## config.mk

```make
export PLATFORM = sky130hd
export DESIGN_NAME = rtc_timer_bank
export DESIGN_NICKNAME = d
export VERILOG_FILES = /design/src/rtl/rtc_timer_pkg.sv /design/src/rtl/rtc_timer_ch.sv /design/src/rtl/rtc_timer_bank.sv
export SDC_FILE = /design/constraint.sdc
export NUM_CORES = 1
export LEC_CHECK = 0
export BUFFER_PORTS_ARGS = -buffer_cell sky130_fd_sc_hd__buf_2
export CAP_MARGIN = 15
export CELL_PAD_IN_SITES_DETAIL_PLACEMENT = 1
export CELL_PAD_IN_SITES_GLOBAL_PLACEMENT = 1
export CORE_MARGIN = 2
export CORE_UTILIZATION = 30
export DETAILED_ROUTE_END_ITERATION = 16
export PLACE_DENSITY_LB_ADDON = 0.1
export SLEW_MARGIN = 10
export SYNTH_ARGS = -nofsm -noshare
export SYNTH_HDL_FRONTEND = slang
export SYNTH_HIERARCHICAL = 1
export SYNTH_SLANG_ARGS = --single-unit
```

## constraint.sdc

```tcl
create_clock -name clk_i -period 4.1 [get_ports clk_i]
set_input_delay 0.205 -clock clk_i [delete_from_list [all_inputs] [get_ports clk_i]]
set_output_delay 0.205 -clock clk_i [all_outputs]
set_load 0.005 [all_outputs]
```

## src/rtl/rtc_timer_pkg.sv

```systemverilog
// Shared types and constants for the RTC timer bank.
package rtc_timer_pkg;

  typedef enum logic {
    ONESHOT  = 1'b0,
    PERIODIC = 1'b1
  } mode_e;

  typedef enum logic {
    IDLE = 1'b0,
    RUN  = 1'b1
  } ch_state_e;

  // A 32.768 kHz clock divided by 0x7FFF + 1 gives a 1 Hz tick.
  localparam logic [15:0] PRESC_RESET_DEFAULT = 16'h7FFF;

endpackage : rtc_timer_pkg

```

## src/rtl/rtc_timer_ch.sv

```systemverilog
// One timer channel: run/idle FSM, tick counter, target, sticky flags and a fire strobe.
module rtc_timer_ch
  import rtc_timer_pkg::*;
#(
  parameter int TIMER_W = 17
) (
  input  logic               clk,
  input  logic               rst_n,
  input  logic               tick,
  input  logic               cfg_write,
  input  logic               cfg_enable,
  input  mode_e              cfg_mode,
  input  logic [TIMER_W-1:0] cfg_target,
  input  logic               ack,
  output logic [TIMER_W-1:0] value,
  output logic               pending,
  output logic               overrun,
  output logic               fire
);

  ch_state_e          state_q, state_d;
  mode_e              mode_q, mode_d;
  logic [TIMER_W-1:0] count_q, count_d;
  logic [TIMER_W-1:0] target_q, target_d;
  logic [TIMER_W-1:0] eff_target;
  logic               reached;

  // A zero target behaves like one; the compare is one bit wider so count + 1 cannot wrap.
  assign eff_target = (target_q == '0) ? TIMER_W'(1) : target_q;
  assign reached    = ({1'b0, count_q} + (TIMER_W + 1)'(1)) >= {1'b0, eff_target};

  // Next-state logic: a config write wins over any tick arriving in the same cycle.
  always_comb begin
    state_d  = state_q;
    mode_d   = mode_q;
    count_d  = count_q;
    target_d = target_q;
    fire     = 1'b0;
    if (cfg_write) begin
      count_d  = '0;
      target_d = cfg_target;
      mode_d   = cfg_mode;
      state_d  = cfg_enable ? RUN : IDLE;
    end else begin
      case (state_q)
        RUN: begin
          if (tick) begin
            if (reached) begin
              fire = 1'b1;
              if (mode_q == PERIODIC) begin
                count_d = '0;
              end else begin
                count_d = eff_target;
                state_d = IDLE;
              end
            end else begin
              count_d = count_q + TIMER_W'(1);
            end
          end
        end
        default: state_d = state_q;
      endcase
    end
  end

  // State, counter and configuration registers.
  always_ff @(posedge clk or negedge rst_n) begin
    if (!rst_n) begin
      state_q  <= IDLE;
      mode_q   <= ONESHOT;
      count_q  <= '0;
      target_q <= '0;
    end else begin
      state_q  <= state_d;
      mode_q   <= mode_d;
      count_q  <= count_d;
      target_q <= target_d;
    end
  end

  // Sticky flags: a fire beats an ack, and an ack in the fire cycle retires the old pending.
  always_ff @(posedge clk or negedge rst_n) begin
    if (!rst_n) begin
      pending <= 1'b0;
      overrun <= 1'b0;
    end else begin
      if (fire) begin
        pending <= 1'b1;
      end else if (ack) begin
        pending <= 1'b0;
      end
      if (fire && pending && !ack) begin
        overrun <= 1'b1;
      end else if (ack) begin
        overrun <= 1'b0;
      end
    end
  end

  assign value = count_q;

endmodule : rtc_timer_ch

```

## src/rtl/rtc_timer_bank.sv

```systemverilog
// Multi-channel RTC timer: calibrated prescaler, per-channel timers and merged event/irq.
module rtc_timer_bank
  import rtc_timer_pkg::*;
#(
  parameter int              NUM_CH      = 4,
  parameter int              TIMER_W     = 17,
  parameter int              PRESC_W     = 16,
  parameter logic [PRESC_W-1:0] PRESC_RESET = PRESC_W'(PRESC_RESET_DEFAULT),
  localparam int             CH_IDX_W    = (NUM_CH > 1) ? $clog2(NUM_CH) : 1
) (
  input  logic                      clk_i,
  input  logic                      rstn_i,
  input  logic                      calibre_update_i,
  input  logic [PRESC_W-1:0]        calibre_cnt_i,
  output logic [PRESC_W-1:0]        calibre_cnt_o,
  output logic                      tick_o,
  input  logic                      cfg_update_i,
  input  logic [CH_IDX_W-1:0]       cfg_ch_i,
  input  logic                      cfg_enable_i,
  input  logic                      cfg_mode_i,
  input  logic [TIMER_W-1:0]        cfg_target_i,
  output logic [NUM_CH*TIMER_W-1:0] value_o,
  input  logic [NUM_CH-1:0]         ack_i,
  output logic [NUM_CH-1:0]         pending_o,
  output logic [NUM_CH-1:0]         overrun_o,
  output logic                      event_o,
  output logic                      irq_o
);

  logic [PRESC_W-1:0] presc_q;
  logic [PRESC_W-1:0] reload_q;
  logic [NUM_CH-1:0]  cfg_sel;
  logic [NUM_CH-1:0]  fire_vec;
  logic               event_q;

  // A calibration write suppresses the tick so the new period starts cleanly.
  assign tick_o = (presc_q == reload_q) && !calibre_update_i;

  // Prescaler counts 0..reload and restarts on a tick or a calibration write.
  always_ff @(posedge clk_i or negedge rstn_i) begin
    if (!rstn_i) begin
      presc_q  <= '0;
      reload_q <= PRESC_RESET;
    end else if (calibre_update_i) begin
      presc_q  <= '0;
      reload_q <= calibre_cnt_i;
    end else if (tick_o) begin
      presc_q  <= '0;
    end else begin
      presc_q  <= presc_q + PRESC_W'(1);
    end
  end

  assign calibre_cnt_o = reload_q;

  // Channel array; out-of-range indices never match any channel and are dropped.
  for (genvar k = 0; k < NUM_CH; k++) begin : g_ch
    assign cfg_sel[k] = cfg_update_i && (cfg_ch_i == CH_IDX_W'(k));

    rtc_timer_ch #(
      .TIMER_W (TIMER_W)
    ) u_ch (
      .clk        (clk_i),
      .rst_n      (rstn_i),
      .tick       (tick_o),
      .cfg_write  (cfg_sel[k]),
      .cfg_enable (cfg_enable_i),
      .cfg_mode   (mode_e'(cfg_mode_i)),
      .cfg_target (cfg_target_i),
      .ack        (ack_i[k]),
      .value      (value_o[k*TIMER_W +: TIMER_W]),
      .pending    (pending_o[k]),
      .overrun    (overrun_o[k]),
      .fire       (fire_vec[k])
    );
  end

  // One-cycle event pulse for every fire, regardless of earlier pending state.
  always_ff @(posedge clk_i or negedge rstn_i) begin
    if (!rstn_i) begin
      event_q <= 1'b0;
    end else begin
      event_q <= |fire_vec;
    end
  end

  assign event_o = event_q;
  assign irq_o   = |pending_o;

endmodule : rtc_timer_bank
```

Yosys cells after proc, flatten, opt, wreduce, memory -nomap -nowiden
Index checks and enable logic that the tools add are counted.
W data, S select, Z words.

operators by class
  multipliers = 0
  add/sub/neg operators = 9
  magnitude comparators = 4
  reduce and logical (&&, ||, !) cells = 45
  bitwise gates (word level) = 0
  muxes and demuxes = 75
  equality and inequality tests = 4
  shift-type cells = 0
  divide/modulo/power cells = 0

operators with widths
  operator                 count
  $mux W17                 24
  $add A17 B1 Y18 const B  4
  $ge A18 B17 Y1           4
  $add A17 B1 Y17 const B  4
  $logic_not A17 Y1        4
  $mux W1                  49
  $mux W16                 2
  $reduce_bool A2 Y1       16
  $add A16 B1 Y16 const B  1
  $eq A16 B16 Y1           1
  $logic_and A1 B1 Y1      13
  $reduce_and A2 Y1        4
  $reduce_or A4 Y1         2
  $logic_not A1 Y1         5
  $eq A2 B2 Y1 const B     2
  $eq A2 B1 Y1 const B     1
  $logic_not A2 Y1         1

storage, ports and cells
  memories = 0
  latch bits = 0
  output and inout port bits = 95
  register bits after elaboration = 185
  ROM bits = 0
  RAM bits = 0
  input port bits = 45

Logic depth before layout (Yosys ltp)
Gate-level depths: netlist (run 1).

  word-level depth = 10
  depth in mapped cells = 14
  depth with buffers taken out = 12

Hierarchy
The synthesis (run 1) kept the hierarchy.

modules (own cells, without submodules)
  module                            sequential area each (sq um)  cells each  area an instance (sq um)  times used
  rtc_timer_ch at g_ch[0].u_ch ...  950.9                         301         2597.5                    3
  rtc_timer_ch at g_ch[3].u_ch      950.9                         295         2593.7                    1
  rtc_timer_bank                    844.6                         142         1740.4                    1

Worst setup path before layout (run 1)
Ideal clock, no wire load.

  path type = register to register
  start = reg g_ch[3].u_ch.count_q[0]
  end = reg event_q (netlist: event_o)
  arrival = 3.271 ns
  setup time = 0.139 ns
  required time = 3.961 ns
  period minus slack after synthesis = 3.410 ns
  stages on the path, launching flop included = 13
  setup slack = 0.690 ns
  cell sequence = dfrtp_1 > ha_1 > nand3_1 > nor3_1 > nand3_1 > xnor2_1 > ha_1 > and4_1 > a2111oi_2 > o221a_4 > buf_8 > nor3_1 > or4_1

on the way
  longest elaborated chain between the ends = 7

ends and longest elaborated chain
  what                    line                  RTL
  from (decl)             rtc_timer_ch.sv:23    logic [TIMER_W-1:0] count_q, count_d;
  from (signal assigned)  rtc_timer_ch.sv:76    count_q <= count_d;
  $add A17 B1 Y18         rtc_timer_ch.sv:30    assign reached = ({1'b0, count_q} + (TIMER_W + 1)'(1)) >= {1'b0, eff_target};
  $ge A18 B17 Y1          rtc_timer_ch.sv:30
  $mux W1                 rtc_timer_ch.sv:48    if (reached) begin
  $mux W1                 rtc_timer_ch.sv:47    if (tick) begin
  $mux W1                 rtc_timer_ch.sv:45    case (state_q)
  $mux W1                 rtc_timer_ch.sv:39    if (cfg_write) begin
  via fire_vec[3]         rtc_timer_bank.sv:33  logic [NUM_CH-1:0] fire_vec;
  $reduce_or A4 Y1        rtc_timer_bank.sv:83  event_q <= |fire_vec;
  to (signal assigned)    rtc_timer_bank.sv:83
  to (decl)               rtc_timer_bank.sv:34  logic event_q;

The timed path passes the listed nets, and every way through them passes these cells.
A chain may end at the register's enable or synchronous reset.

Worst setup path after layout (run 1)
Ends and elaborated chain as after synthesis.

==> impl_metrics.env, run 1 <==
export IMPL_cts_made_buffers=17
export IMPL_netlist_cell_type_count=71
export IMPL_fp_coreArea_um2=39800
export IMPL_synthTopCellsByArea="dfrtp_1 35%, ha_1 7.5%, xnor2_1 5.1%"
export IMPL_synth_edf_count=0
export IMPL_skew_ps=11.5
export IMPL_die_area_um2=42000
export IMPL_final_layout_size_suffix_gt1_share_pct=18.8
export IMPL_drv_slew=0
export IMPL_dr_pass1_iters=5
export IMPL_die_width_um=205
export IMPL_antenna_left=0
export IMPL_start_util_pct=30.5
export IMPL_ir_drop_v=0.000288
export IMPL_yosysTopAreaCellShare_pct=35.1
export IMPL_hpwl_um=31300
export IMPL_rsz0062_at_grt="no"
export IMPL_yosys_register_bits=185
export IMPL_grt_overflow=0
export IMPL_antenna_found_initial=1
export IMPL_clockRootBuffer="clkbuf_16"
export IMPL_crit_required_ps=4420
export IMPL_syn_area_per_cell_um2=9.05
export IMPL_die_y_um=205
export IMPL_antennaDiodeCount=0
export IMPL_grt_pass1_wl_um=68000
export IMPL_gp_congestion=0.807
export IMPL_worst_pin_slew_ps=981
export IMPL_synth_flop_cell="dfrtp_1"
export IMPL_grt_max_degree=92
export IMPL_max_slew_margin_pct=34.4
export IMPL_htree_levels=4
export IMPL_worst_setup_path_start_kind="register"
export IMPL_port_buffers=139
export IMPL_num_vias=10800
export IMPL_p_leak_nw=6.43
export IMPL_fmax_ghz=0.266
export IMPL_ys_warn_count=6
export IMPL_cts_buffer_depth=2
export IMPL_rows=73
export IMPL_finalSetupViolations=0
export IMPL_wire_per_inst_um=21.5
export IMPL_cap_violations=0
export IMPL_min_path_type="in2reg"
export IMPL_synthArstFlopShare_pct=100
export IMPL_grtUsageTotal_pct=21.1
export IMPL_nFillCells=4694
export IMPL_final_common_cell="dfrtp_1"
export IMPL_setup_tns_ps=0
export IMPL_worstSetupPathType="reg2reg"
export IMPL_num_nets_final=1598
export IMPL_viasPerCell=5.36
export IMPL_path_max_fanout=13
export IMPL_status="completed"
export IMPL_seq_area_frac_synth_pct=38.3
export IMPL_syn_num_nets=1458
export IMPL_path_clk_slew_ps=80
export IMPL_ioPinCount=140
export IMPL_syn_cell_area_um2=12100
export IMPL_final_cells=2018
export IMPL_worst_setup_path_end_kind="register"
export IMPL_power_density_nw_per_um2=370
export IMPL_final_period_utilization_pct=91.6
export IMPL_timing_hold_violations_final=0
export IMPL_synth_cells=1340
export IMPL_critical_path_arrival_ps=4080
export IMPL_cts_tree="built"
export IMPL_dp_cells=1962
export IMPL_drtIter0Drc=594
export IMPL_yosys_area_top_type="dfrtp_1"
export IMPL_clkSinkCount=185
export IMPL_period_minus_slack_ps=3750
export IMPL_syn_to_final_growth_pct=17.1
export IMPL_remaining_drc_errors=0
export IMPL_drt_total_wl_um=43300
export IMPL_grt_pass1_vias=11300
export IMPL_clk_latency_ps=450
export IMPL_layout_common_cells="169 x dfrtp_1, 138 x buf_2, 136 x nand2_1, 109 x nand3_1, 105 x inv_1"
==> registers in the layout (all words and copies together), names as in the netlist <==
register and flops:
event_o 1, g_ch.u_ch/pending 4, g_ch.u_ch/overrun 4, g_ch.u_ch/mode_q 4, calibre_cnt_o 16, g_ch.u_ch/value 68
g_ch.u_ch/target_q 68, g_ch.u_ch/state_q 4, presc_q 16
==> worst paths after layout <==
check	slack, ps	depth (start not counted)	endpoint	startpoint
max	350	13	event_o	g_ch[3].u_ch/value[0]
min	50	3	g_ch[2].u_ch/state_q	cfg_enable_i
max reg2reg	350	13	event_o	g_ch[3].u_ch/value[0]
min reg2reg	490	1	g_ch[3].u_ch/value[1]	g_ch[3].u_ch/target_q[1]
max in group asynchronous	2610	3	calibre_cnt_o[7]	rstn_i
min in group asynchronous	420	2	g_ch[1].u_ch/value[5]	rstn_i
==> cells by family after synthesis <==
family          count (synthesis)  share of synthesized area, %
xor+xnor                       90                          6.50
fa+ha+maj                      73                          7.53
simple gates                  531                          24.7
compound gates                261                          14.7
mux                            21                          1.94
buf+inv                       179                          6.35
flops                         185                          38.3
==> synth_stat cells, types with 6 or more instances <==
cell type	n
a21oi_1	27
xnor2_1	71
dfstp_2	15
inv_1	105
dfrtp_1	170
nand3_1	109
nand4b_1	10
buf_1	6
buf_6	9
a32oi_1	9
nand4_1	40
nor2_1	44
xor2_1	19
mux2_2	20
buf_2	14
and2_1	25
a31oi_1	22
o21ai_0	82
nand2b_1	11
nand2_1	136
a211oi_1	23
and3_1	36
nor4_1	28
ha_1	73
nor3_4	6
o211ai_1	14
a41oi_1	24
nor3b_1	13
nand3b_1	6
nor3_1	29
clkbuf_1	43
o2bb2ai_1	13
==> where the power goes <==
part	switching, mW	leakage, nW	internal, mW	total [mW]
clock network	0.854	0.285	0.865	1.72
logic	0.726	3.78	0.487	1.21
registers	0.281	2.36	2.04	2.33
total	1.86	6.43	3.40	5.26
==> area by class of cell <==
class                      instances  area, um2  area share [%]
clock inverter                    15        155            1.09
inverter                         105        394            2.78
sequential                       185       4650            32.7
clock buffer                      17        425            3.00
timing repair buffer             194       1180            8.33
multi-input combinational        977       6730            47.4
tap                              525        657            4.63
==> critical path: stages, from the launching register on <==
cell      delay, ps
dfrtp_1         500
ha_1            310
nand3_1         130
nor3_1          250
buf_4           190
nand4_1         110
xnor2_1         260
ha_1            280
nand4_1         120
o41ai_1         110
a221oi_2        350
o221a_4         380
nor3_1          130
or4_1           490
==> metal layers <==
metal	share of wire (%)	track usage [%]	vias up
met3	2.8	2.75	32
met4	1.3	4.88	0
met2	48	35.1	177
li1	-	-	5170
met1	48	29.1	5444
met5	0	0	-
==> through the flow <==
stage | worst slack [ps] | hold slack (ps) | instance area (um2) | utilization, % | total power, mW
2_1_floorplan | 690 | -90.6 | 12100 | - | 3.04
3_3_place_gp | 226 | 380 | 13400 | 33.6 | 3.53
3_5_place_dp | 199 | 383 | 13400 | 33.6 | 3.56
4_1_cts | 176 | 38.9 | 14200 | 35.6 | 5.34
5_1_grt | 31.7 | 61.1 | 14200 | 35.7 | 5.61
6_report | 346 | 51.0 | 14200 | 35.7 | 5.26
==> what timing repair did <==
item,4_1_cts,5_1_grt
hold endpoints to repair,102,0
gates resized for setup,0,1
hold buffers,21,0
buffers inserted,0,2
setup endpoints to repair,0,14
No activity file was read; power rests on OpenSTA's default activity.
==> inputs of run 2 (changes only) <==
- BUFFER_PORTS_ARGS: -buffer_cell sky130_fd_sc_hd__buf_2 -> -buffer_cell sky130_fd_sc_hd__clkbuf_2
- GPL_TIMING_DRIVEN: unset -> 0
==> run 2 against run 1 <==
  * Clock-buffer cell count up 5
  * Critical path depth unchanged
  * Hold slack better by 47 ps
  * Sequential share of layout area down 0.36 points
  * Setup slack worse by 250 ps
  * Clock skew up 3.6 ps
  * Routed wire length up 6.1%
  * Global-route usage up 1.3 points
  * Fmax down 6.2%
  * Non-clock buffer count up 44
  * Final area up 1.1%
  * Largest cell class unchanged
  * Largest power group unchanged
  * Highest routed layer unchanged
==> impl_metrics.env, run 2 (synthesized netlist as in run 1, its figures left out) <==
export IMPL_status="completed"
export IMPL_drtIter0Drc=530
export IMPL_rr_endpoint="event_o"
export IMPL_crit_required_ps=4430
export IMPL_drv_slew=0
export IMPL_holdPathEnd="g_ch[0].u_ch/target_q[0]"
export IMPL_power_density_nw_per_um2=367
export IMPL_rows=73
export IMPL_min_path_type="in2reg"
export IMPL_gp_congestion=0.844
export IMPL_worst_pin_slew_ps=734
export IMPL_rsz0062_at_grt="yes"
export IMPL_skew_ps=15.1
export IMPL_final_common_cell="dfrtp_1"
export IMPL_worstSetupPathType="reg2reg"
export IMPL_slowest_stage="or4_1"
export IMPL_worst_setup_path_end_kind="register"
export IMPL_rrSetupSlack_ps=100
export IMPL_dr_pass1_iters=5
export IMPL_clkSinkCount=185
export IMPL_max_slew_margin_pct=50.7
export IMPL_clk_latency_ps=470
export IMPL_hpwl_um=34500
export IMPL_die_width_um=205
export IMPL_cts_tree="built"
export IMPL_htree_levels=4
export IMPL_final_period_utilization_pct=97.6
export IMPL_timing_hold_violations_final=0
export IMPL_ioPinCount=140
export IMPL_grtUsageTotal_pct=22.4
export IMPL_fp_coreArea_um2=39800
export IMPL_fmax_ghz=0.250
export IMPL_path_clk_slew_ps=70
export IMPL_slowest_delay_ps=550
export IMPL_worst_setup_path_start_kind="register"
export IMPL_antenna_left=0
export IMPL_path_max_fanout=10
export IMPL_ir_drop_v=0.000294
export IMPL_final_layout_size_suffix_gt1_share_pct=17.9
export IMPL_grt_pass1_vias=11500
export IMPL_power_mw=5.27
export IMPL_port_buffers=138
export IMPL_clockRootBuffer="clkbuf_16"
export IMPL_antenna_found_initial=2
export IMPL_dp_cells=2005
export IMPL_reg2reg_from="g_ch[0].u_ch/value[0]"
export IMPL_hp_start="cfg_target_i[0]"
export IMPL_final_cells=2061
export IMPL_die_area_um2=42000
export IMPL_grt_overflow=0
export IMPL_layout_common_cells="168 x dfrtp_1, 138 x clkbuf_2, 136 x nand2_1, 109 x nand3_1, 105 x inv_1"
export IMPL_critical_path_arrival_ps=4330
export IMPL_num_nets_final=1641
export IMPL_grt_max_degree=90
export IMPL_crit_chain="ha_1 > nand3_2 > nor3_4 > xor2_1 > ha_1 > nand4_1 > a211oi_1 > a2111oi_2 > o211a_1 > buf_6 > buf_6 > nor2_1 > or4_1"
export IMPL_die_y_um=205
export IMPL_cts_made_buffers=17
export IMPL_cap_violations=0
export IMPL_drt_total_wl_um=45900
export IMPL_antennaDiodeCount=0
export IMPL_cts_buffer_depth=2
export IMPL_period_minus_slack_ps=4000
export IMPL_syn_to_final_growth_pct=18.4
export IMPL_num_vias=11100
export IMPL_finalSetupViolations=0
export IMPL_wire_per_inst_um=22.3
export IMPL_grt_pass1_wl_um=71000
export IMPL_p_leak_nw=6.42
export IMPL_hold_depth=3
export IMPL_start_util_pct=30.5
export IMPL_remaining_drc_errors=0
export IMPL_reg2reg_depth=13
export IMPL_viasPerCell=5.40
==> run 2: how the worst max path moves through the flow <==
stage / start / end / slack (ps) / depth (start not counted)
finish: g_ch[0].u_ch/value[0] / event_o / 100 / 13
global route: g_ch[0].u_ch/value[1] / event_o / -80 / 13
CTS: g_ch[3].u_ch/value[0] / event_o / 9 / 13
detailed placement: g_ch[3].u_ch/value[0] / event_o / -260 / 13
global placement: rstn_i / g_ch[0].u_ch/value[8] / -1330 / 1
floorplan: g_ch[3].u_ch/value[0] / event_o / 690 / 12
==> run 2: through the flow <==
stage | utilization, % | hold slack [ps] | setup TNS [ps] | worst slack [ps] | instance area (um2)
after floorplan | - | -90.6 | 0 | 690 | 12100
after detailed placement | 34.0 | 172 | -394 | -256 | 13500
after CTS | 36.0 | 68.6 | 0 | 9.21 | 14300
after global routing | 36.1 | 102 | -76.1 | -76.1 | 14400
final | 36.1 | 97.6 | 0 | 98.4 | 14400
after global placement | 33.8 | 388 | -222920 | -1330 | 13500
==> run 2: what timing repair did <==
action	CTS	global route
endpoints found under the hold margin	64	0
hold buffers	21	0
setup buffers	0	3
pin swaps	1	3
setup endpoints to repair	5	16
resized for setup	6	4
==> run 2: per-layer routing <==
layer / vias to the layer above / global-route usage (%) / wire length (um)
met2: 188 / 36.0 / 21600
met4: 0 / 5.63 / 616
met1: 5646 / 31.8 / 22400
met5: - / 0 / 0
li1: 5265 / - / -
met3: 34 / 2.67 / 1360
==> run 2: power breakdown <==
part           internal, mW  switching (mW)
combinational         0.511           0.779
sequential             2.04           0.274
clock                 0.857           0.808
==> run 2: cell type report <==
cell class / count / area, um2
Buffer: 74 / 375
Clock buffer: 22 / 454
Clock inverter: 10 / 97.6
Fill cell: 4717 / 25500
Inverter: 105 / 394
Multi-Input combinational cell: 976 / 6740
Sequential cell: 185 / 4650
Tap cell: 525 / 657
Timing Repair Buffer: 164 / 987
==> run 2: critical path: cells and delay by family (launching register included) <==
kind | cells | cell delay (ps)
adder cells (fa/ha/maj) | 2 | 550
AND/OR/NAND/NOR | 5 | 1390
XOR/XNOR | 1 | 240
flip-flops | 1 | 460
AO/OA/AOI/OAI | 3 | 830
buffers and inverters | 2 | 380
==> inputs of run 3 (changes only) <==
- GPL_TIMING_DRIVEN: 0 -> unset
- SLEW_MARGIN: 10 -> unset
==> run 3 against run 2 <==
  * Core utilization is 0.19 points lower
  * Global-route usage is 1.0 points lower
  * Power up 2.5%
  * Hold slack worse by 2.4 ps
  * First-iteration DRC count up 28%
  * Combinational power fell by 5%
  * Cell count decreased by 1.9%
  * Sequential share of layout area up 0.15 points
  * Clock-buffer cell count fell by 5
  * Clock power rose by 11%
  * Critical path type unchanged
  * Critical endpoint unchanged
  * Largest power group unchanged
  * Highest routed layer unchanged
==> impl_metrics.env, run 3 (synthesized netlist as in run 1, its figures left out) <==
export IMPL_status="completed"
export IMPL_crit_required_ps=4430
export IMPL_worstSetupPathType="reg2reg"
export IMPL_grt_overflow=0
export IMPL_gp_congestion=0.784
export IMPL_rr_endpoint="event_o"
export IMPL_start_util_pct=30.5
export IMPL_wl_met1_um=20800
export IMPL_holdWs_ps=95.2
export IMPL_critical_path_arrival_ps=4170
export IMPL_clockRootBuffer="clkbuf_16"
export IMPL_cts_tree="built"
export IMPL_top_layer="met4"
export IMPL_fp_coreArea_um2=39800
export IMPL_fmax_ghz=0.260
export IMPL_syn_to_final_growth_pct=17.8
export IMPL_rrSetupSlack_ps=260
export IMPL_path_max_fanout=13
export IMPL_drv_slew=0
export IMPL_max_slew_margin_pct=28.3
export IMPL_layout_common_cells="170 x dfrtp_1, 138 x clkbuf_2, 136 x nand2_1, 109 x nand3_1, 105 x inv_1"
export IMPL_antenna_left=0
export IMPL_skew_ps=11.6
export IMPL_slowest_stage="a2111oi_2"
export IMPL_critical_path_top_delay_family="simple AND/OR/NAND/NOR gates"
export IMPL_setup_tns_ps=0
export IMPL_timing_hold_violations_final=0
export IMPL_num_nets_final=1601
export IMPL_clk_latency_ps=460
export IMPL_min_path_type="in2reg"
export IMPL_final_period_utilization_pct=93.7
export IMPL_dp_cells=1962
export IMPL_die_width_um=205
export IMPL_cap_violations=0
export IMPL_power_density_nw_per_um2=378
export IMPL_die_y_um=205
export IMPL_num_vias=10900
export IMPL_grt_pass1_vias=11300
export IMPL_drt_total_wl_um=43800
export IMPL_path_clk_slew_ps=80
export IMPL_drtIter0Drc=681
export IMPL_crit_chain="ha_1 > nand3_1 > nor3_1 > nand3_1 > xnor2_1 > ha_1 > nand4_1 > a211oi_1 > a2111oi_2 > o221a_4 > nor3_1 > or4_1"
export IMPL_final_common_cell="dfrtp_1"
export IMPL_placed_area_um2=13400
export IMPL_port_buffers=139
export IMPL_htree_levels=4
export IMPL_worst_setup_path_start_kind="register"
export IMPL_ir_drop_v=0.000275
export IMPL_finalSetupViolations=0
export IMPL_post_route_util_pct=35.9
export IMPL_ioPinCount=140
export IMPL_period_minus_slack_ps=3840
export IMPL_cts_made_buffers=17
export IMPL_cts_buffer_depth=2
export IMPL_dr_wl_met3_um=1260
export IMPL_rows=73
export IMPL_hpwl_um=31700
export IMPL_met2WireLength_um=21000
export IMPL_grtUsageTotal_pct=21.3
export IMPL_clkSinkCount=185
export IMPL_grt_pass1_wl_um=68300
export IMPL_wire_per_inst_um=21.7
export IMPL_final_cells=2021
export IMPL_holdPathEnd="g_ch[0].u_ch/state_q"
export IMPL_critPathLaunch="g_ch[3].u_ch/value[0]"
export IMPL_hold_depth=3
export IMPL_grt_max_degree=86
export IMPL_reg2reg_from="g_ch[3].u_ch/value[0]"
export IMPL_hp_start="cfg_enable_i"
export IMPL_cp_num_buf_inv=0
export IMPL_final_layout_size_suffix_gt1_share_pct=19.0
export IMPL_reg2reg_depth=12
export IMPL_worst_setup_path_end_kind="register"
export IMPL_remaining_drc_errors=0
export IMPL_antennaDiodeCount=0
export IMPL_fin_area_um2=14300
export IMPL_p_leak_nw=6.43
export IMPL_viasPerCell=5.41
export IMPL_die_area_um2=42000
export IMPL_slowest_delay_ps=560
export IMPL_dr_pass1_iters=5
export IMPL_antenna_found_initial=0
export IMPL_worst_pin_slew_ps=1070
run 3: how the worst max path moves through the flow:
stage / to / cells past startpoint
global route: event_o / 12
finish: event_o / 12
CTS: event_o / 12
floorplan: event_o / 12
global placement: g_ch[2].u_ch/value[0] / 11
detailed placement: event_o / 12
run 3: repair_timing:
item                       in CTS  in global routing
setup buffers                   0                  5
setup endpoints to repair       0                 10
resized for setup               0                  1
hold endpoints to repair       75                  0
hold buffers                   21                  0
run 3: cell type report:
type,count,area [um2]
Inverter,105,394
Clock buffer,17,425
Multi-Input combinational cell,977,6740
Tap cell,525,657
Clock inverter,15,200
Sequential cell,185,4650
Timing Repair Buffer,197,1220
Fill cell,4689,25500
run 3: report_power, final:
part | internal (mW) | switching [mW] | leakage [nW]
combinational | 0.495 | 0.731 | 3.76
clock | 0.986 | 0.850 | 0.302
sequential | 2.04 | 0.300 | 2.37
total | 3.53 | 1.88 | 6.43
run 3: tightest hold or removal path, stage by stage:
cell      delay (ps)
clkbuf_2         160
nand2_1          100
nand2_1           50
run 3: through the flow:
stage | setup WS (ps) | total power [mW]
after floorplan | 690 | 3.04
after global placement | 61.8 | 3.56
after detailed placement | 147 | 3.58
after CTS | 129 | 5.48
after global routing | -5.96 | 5.75
final | 256 | 5.41
run 3: per-layer routing:
| metal | vias up | GRT usage [%] |
|---|---|---|
| met5 | - | 0 |
| met4 | 0 | 5.70 |
| met3 | 44 | 2.62 |
| met2 | 186 | 35.2 |
| met1 | 5545 | 29.4 |
| li1 | 5165 | - |
